[config.mk]
export PLATFORM = sky130hd
export DESIGN_NAME = id_ex_stage
export DESIGN_NICKNAME = d
export VERILOG_FILES = /design/src/rtl/id_ex_stage.sv
export SDC_FILE = /design/constraint.sdc
export NUM_CORES = 1
export LEC_CHECK = 0
export BUFFER_PORTS_ARGS = -buffer_cell sky130_fd_sc_hd__buf_2
export CORE_AREA = 2 2 130 132
export DETAILED_ROUTE_END_ITERATION = 12
export DIE_AREA = 0 0 132 134
export PLACE_DENSITY = 0.75
export SETUP_SLACK_MARGIN = 0.1
export SLEW_MARGIN = 5
export SYNTH_ARGS = -nofsm -noshare
export SYNTH_HDL_FRONTEND = slang
export SYNTH_SLANG_ARGS = --single-unit
[constraint.sdc]
create_clock -name clk -period 2.3 [get_ports clk]
set_clock_uncertainty 0.05 [all_clocks]
set_input_delay 0 -clock clk [delete_from_list [all_inputs] [get_ports clk]]
set_output_delay 0 -clock clk [all_outputs]
set_load 0.05 [all_outputs]
[src/rtl/id_ex_stage.sv]
// ID/EX pipeline register: latches decoded operands/control, detects load-use
// hazards, inserts bubbles, and muxes forwarded operands for the ALU.
module id_ex_stage #(
    parameter int XLEN   = 32,
    parameter int CTRL_W = 8,
    parameter int CNT_W  = 16
) (
    input  logic              clk,
    input  logic              rst,
    input  logic              id_valid_in,
    input  logic [4:0]        id_rs1_in,
    input  logic [4:0]        id_rs2_in,
    input  logic [4:0]        id_rd_in,
    input  logic              id_reg_wr_in,
    input  logic              id_mem_rd_in,
    input  logic [XLEN-1:0]   id_rs1_data_in,
    input  logic [XLEN-1:0]   id_rs2_data_in,
    input  logic [XLEN-1:0]   id_imm_in,
    input  logic [CTRL_W-1:0] id_ctrl_in,
    input  logic              stall_in,
    input  logic              flush_in,
    input  logic [1:0]        fwd_rs1_in,
    input  logic [1:0]        fwd_rs2_in,
    input  logic [XLEN-1:0]   fwd_ex_data_in,
    input  logic [XLEN-1:0]   fwd_mem_data_in,
    output logic              ex_valid_out,
    output logic [4:0]        ex_rs1_out,
    output logic [4:0]        ex_rs2_out,
    output logic [4:0]        ex_rd_out,
    output logic              ex_reg_wr_out,
    output logic              ex_mem_rd_out,
    output logic [XLEN-1:0]   ex_imm_out,
    output logic [CTRL_W-1:0] ex_ctrl_out,
    output logic [XLEN-1:0]   ex_op_a_out,
    output logic [XLEN-1:0]   ex_op_b_out,
    output logic              stall_out,
    output logic [CNT_W-1:0]  bubble_cnt_out
);

    logic              valid_p1, reg_wr_p1, mem_rd_p1;
    logic [4:0]        rs1_p1, rs2_p1, rd_p1;
    logic [XLEN-1:0]   rs1_data_p1, rs2_data_p1, imm_p1;
    logic [CTRL_W-1:0] ctrl_p1;
    logic [CNT_W-1:0]  bubble_cnt_p1;
    logic              hazard;
    logic              kill;

    function automatic logic [CNT_W-1:0] sat_inc(input logic [CNT_W-1:0] v);
        return (&v) ? v : v + CNT_W'(1);
    endfunction

    // Code 11 picks EX/MEM: it is the younger of the two producers.
    function automatic logic [XLEN-1:0] fwd_mux(input logic [1:0]      sel,
                                                input logic [XLEN-1:0] ex_d,
                                                input logic [XLEN-1:0] mem_d,
                                                input logic [XLEN-1:0] reg_d);
        return sel[1] ? ex_d : (sel[0] ? mem_d : reg_d);
    endfunction

    assign hazard = id_valid_in & valid_p1 & mem_rd_p1 & (rd_p1 != 5'd0) &
                    ((id_rs1_in == rd_p1) | (id_rs2_in == rd_p1));
    assign kill   = flush_in | hazard;

    // ---- ID -> EX register (p1) ----
    always_ff @(posedge clk) begin
        if (rst) begin
            valid_p1      <= 1'b0;
            reg_wr_p1     <= 1'b0;
            mem_rd_p1     <= 1'b0;
            rs1_p1        <= '0;
            rs2_p1        <= '0;
            rd_p1         <= '0;
            rs1_data_p1   <= '0;
            rs2_data_p1   <= '0;
            imm_p1        <= '0;
            ctrl_p1       <= '0;
            bubble_cnt_p1 <= '0;
        end else if (flush_in || !stall_in) begin
            valid_p1    <= id_valid_in & ~kill;
            reg_wr_p1   <= id_valid_in & id_reg_wr_in & ~kill;
            mem_rd_p1   <= id_valid_in & id_mem_rd_in & ~kill;
            rs1_p1      <= kill ? 5'd0 : id_rs1_in;
            rs2_p1      <= kill ? 5'd0 : id_rs2_in;
            rd_p1       <= kill ? 5'd0 : id_rd_in;
            rs1_data_p1 <= kill ? '0 : id_rs1_data_in;
            rs2_data_p1 <= kill ? '0 : id_rs2_data_in;
            imm_p1      <= kill ? '0 : id_imm_in;
            ctrl_p1     <= kill ? '0 : id_ctrl_in;
            // Flush bubbles are redirects, not hazard stalls, so they are not counted.
            if (hazard && !flush_in)
                bubble_cnt_p1 <= sat_inc(bubble_cnt_p1);
        end
    end

    assign ex_valid_out   = valid_p1;
    assign ex_rs1_out     = rs1_p1;
    assign ex_rs2_out     = rs2_p1;
    assign ex_rd_out      = rd_p1;
    assign ex_reg_wr_out  = reg_wr_p1;
    assign ex_mem_rd_out  = mem_rd_p1;
    assign ex_imm_out     = imm_p1;
    assign ex_ctrl_out    = ctrl_p1;
    assign bubble_cnt_out = bubble_cnt_p1;
    assign stall_out      = hazard & ~flush_in;
    assign ex_op_a_out    = fwd_mux(fwd_rs1_in, fwd_ex_data_in, fwd_mem_data_in, rs1_data_p1);
    assign ex_op_b_out    = fwd_mux(fwd_rs2_in, fwd_ex_data_in, fwd_mem_data_in, rs2_data_p1);

endmodule

==> impl_metrics.tcl <==
set metrics [dict create \
    start_kind "register" \
    die_area_sq_um 17700 \
    drive_above_1_share_pct 38.3 \
    synth_mux_area_share_pct 11.5 \
    critical_path_arrival_ns 2.42 \
    grt_overflow 0 \
    timing.fmax_ghz 0.471 \
    worst_pin_slew_ns 0.615 \
    critPathMaxStageDelay_ns 0.46 \
    die_w_microns 132 \
    cts-root-buf "clkbuf_16" \
    min_period_ns 2.12 \
    p_per_area_nw_per_um2 677 \
    worstSetupEndpointType "register" \
    reg2reg_depth 6 \
    fin_crit_sh_pct 92.4 \
    syn2layout_area_growth_pct 61.7 \
    final_cell_mix "332 x buf_2, 129 x dfxtp_1, 124 x dlygate4sd3_1" \
    synth_seq_cells 138 \
    rsz0062_at_grt "false" \
    wl_met1_microns 8970 \
    gp_congestion 0.914 \
    critPathKind "reg -> reg" \
    min_path_cells 4 \
    whs_ns 0.0259 \
    min_to "bubble_cnt_out[13]" \
    initial_core_util_pct 37.1 \
    r2r_setup_slack_ns 0.18 \
    cts_max_path_buffers 2 \
    io_buffers 332 \
    ir_worst_vdd_mv 0.475 \
    worstPathMaxFanout 14 \
    r2r_end "bubble_cnt_out[11]" \
    wl_met2_microns 10500 \
    cp_common_cell "a21oi_1" \
    hold_path.class "in -> reg" \
    routedWlPerCell_microns 17.1 \
    hold_violations 0 \
    via_per_inst 5.11 \
    place_hpwl_microns 13800 \
    outcome "completed" \
    fin_setup_tns_ns 0 \
    worstPathRequired_ns 2.59 \
    numCtsBuffers 17 \
    top_layer_used "met4" \
    relSlewSlack_pct 59.0 \
    clk_pin_slew_ns 0.06 \
    h-tree-depth 4 \
    grt_antenna_before_repair 1 \
    dr.pass1.iters 5 \
    post-route-drc-count 0 \
    clock_latency_ns 0.42 \
    yosysSeqAreaShare_pct 45.7 \
    synth_top_family_by_area "compound AO/OA/AOI/OAI gates" \
    core_sq_um 16300 \
    syn_avg_cell_area_sq_um 9.84 \
    path_cells "nor4_2 -> a21oi_1 -> nand3_4 -> buf_4 -> or4_1 -> a21oi_1" \
    fin_nets 1244 \
    drtIter0Drc 326 \
    finalSetupViolCount 0 \
    critPathSlowestCell "or4_1" \
    route.met3.wl_microns 1760 \
    rows 47 \
    wl_microns 22000 \
    cts.sink_count 138 \
    synth_nets 809 \
    nFillCells 1305 \
    report.final.slew_viol_count 0 \
    power_leakage_nw 4.66 \
    layout_commonest_cell "buf_2" \
    synth_compound_area_share_pct 26.1 \
    grt_usage_pct 23.8 \
    antenna_left 0 \
    post-route-util_pct 60.0 \
    vias 6555 \
    ys_types 41 \
    ioPinCount 333 \
    yosys_warnings 0 \
    grt_first_pass_wirelength_microns 33900 \
    cts_tree "done" \
    grt_pass1_vias 6694 \
    synth_fa_ha_area_share_pct 0.207 \
    syn_inst 614 \
    drv_cap 0 \
    grt_max_degree 80 \
    synth_xor_area_share_pct 1.45 \
    r2r_start "ex_rd_out[0]" \
    die_h_microns 134 \
    min_from "stall_in" \
    synth.cell_area_sq_um 6040 \
    yosys.area_share.simple_pct 10.5 \
]
-- registers in the layout (all words and copies together), names as in the netlist --
register and flops:
ex_reg_wr_out 1, ex_mem_rd_out 1, ex_ctrl_out 8, ex_valid_out 1
ex_rs2_out 5, ex_rd_out 5, rs2_data_p1 32, ex_imm_out 32
bubble_cnt_out 16, ex_rs1_out 5, rs1_data_p1 32
-- logic make-up after synthesis --
kind of cell | Yosys count
DFF | 138
and+or+nand+nor | 124
buffers and inverters | 58
adders and majority gates | 1
muxes | 68
xor gates and xnor gates | 10
AOI/OAI and AO/OA | 215
-- critical path: cells and delay by family, from the launching register on --
| family | cells | cell delay [ns] |
|---|---|---|
| AND/OR/NAND/NOR | 3 | 0.80 |
| AO/OA/AOI/OAI | 2 | 0.52 |
| flip-flops | 1 | 0.45 |
| buffers and inverters | 1 | 0.23 |
-- repair_timing --
action / 4_1_cts / 5_1_grt
hold buffers: 124 / 0
resized for setup: 0 / 6
buffers inserted: 0 / 2
setup endpoints to repair: 0 / 6
hold endpoints to repair: 134 / 0
-- Yosys cell counts (all sizes together) --
library cell / number / area (sq um)
or3: 2 / 12.5
clkbuf: 34 / 128
xor2: 10 / 87.6
nand2b: 1 / 6.26
ha: 1 / 12.5
or4: 10 / 75.1
nor2b: 4 / 25.0
mux2i: 64 / 641
nor2: 9 / 33.8
nor4: 3 / 31.3
buf: 22 / 140
o21a: 1 / 7.51
a21oi: 13 / 65.1
nand3: 6 / 40.0
or3b: 1 / 8.76
a22oi: 1 / 12.5
and4: 1 / 8.76
a22o: 120 / 1050
o31ai: 8 / 60.1
and2b: 1 / 7.51
nand4: 8 / 62.6
nand2: 69 / 259
nor3: 7 / 45.0
inv: 2 / 7.51
a32o: 2 / 20.0
mux2: 4 / 56.3
dfxtp: 138 / 2760
nor3b: 1 / 7.51
o21ai: 68 / 340
o41ai: 1 / 8.76
or4b: 1 / 10.0
o2111ai: 1 / 8.76
-- worst max-delay path by stage --
stage | start | endpoint | slack (ns) | cells after the start
detailed placement | ex_rd_out[2] | bubble_cnt_out[5] | 0.19 | 6
CTS | ex_rd_out[0] | ex_reg_wr_out | 0.13 | 6
finish | ex_rd_out[0] | bubble_cnt_out[11] | 0.18 | 6
global placement | ex_rd_out[0] | bubble_cnt_out[5] | 0.25 | 6
floorplan | bubble_cnt_out[6] | bubble_cnt_out[8] | 0.11 | 6
global route | ex_rd_out[0] | bubble_cnt_out[9] | 0.09 | 6
-- area by class of cell --
cell class	count	area [sq um]	share of cell area [%]
Inverter	2	7.51	0.0768
Tap cell	220	275	2.82
Antenna cell	1	2.50	0.0256
Sequential cell	138	2770	28.4
Clock inverter	13	156	1.60
Clock buffer	19	443	4.53
Multi-Input combinational cell	418	3040	31.1
Timing Repair Buffer	472	3070	31.4
-- metrics by stage --
step	power (mW)	instances	worst slack, ns	cell area (sq um)
global route	6.83	1283	0.0947	9770
global placement	3.68	1124	0.250	7890
finish	6.61	1283	0.175	9770
floorplan	3.30	614	0.109	6050
detailed placement	3.69	1124	0.187	7890
CTS	6.63	1280	0.126	9730
-- where the power goes --
group	leakage, nW	switching, mW	internal (mW)
clock	0.288	1.12	1.66
sequential	1.13	0.0447	2.46
combinational	3.24	0.833	0.500
total	4.66	1.99	4.62
-- layer usage --
metal,global-route usage [%],vias up
met5,0,-
met2,39.9,333
met1,27.8,2992
met4,11.9,0
li1,-,3173
met3,7.11,57
Power figures use the tool's default switching activity.
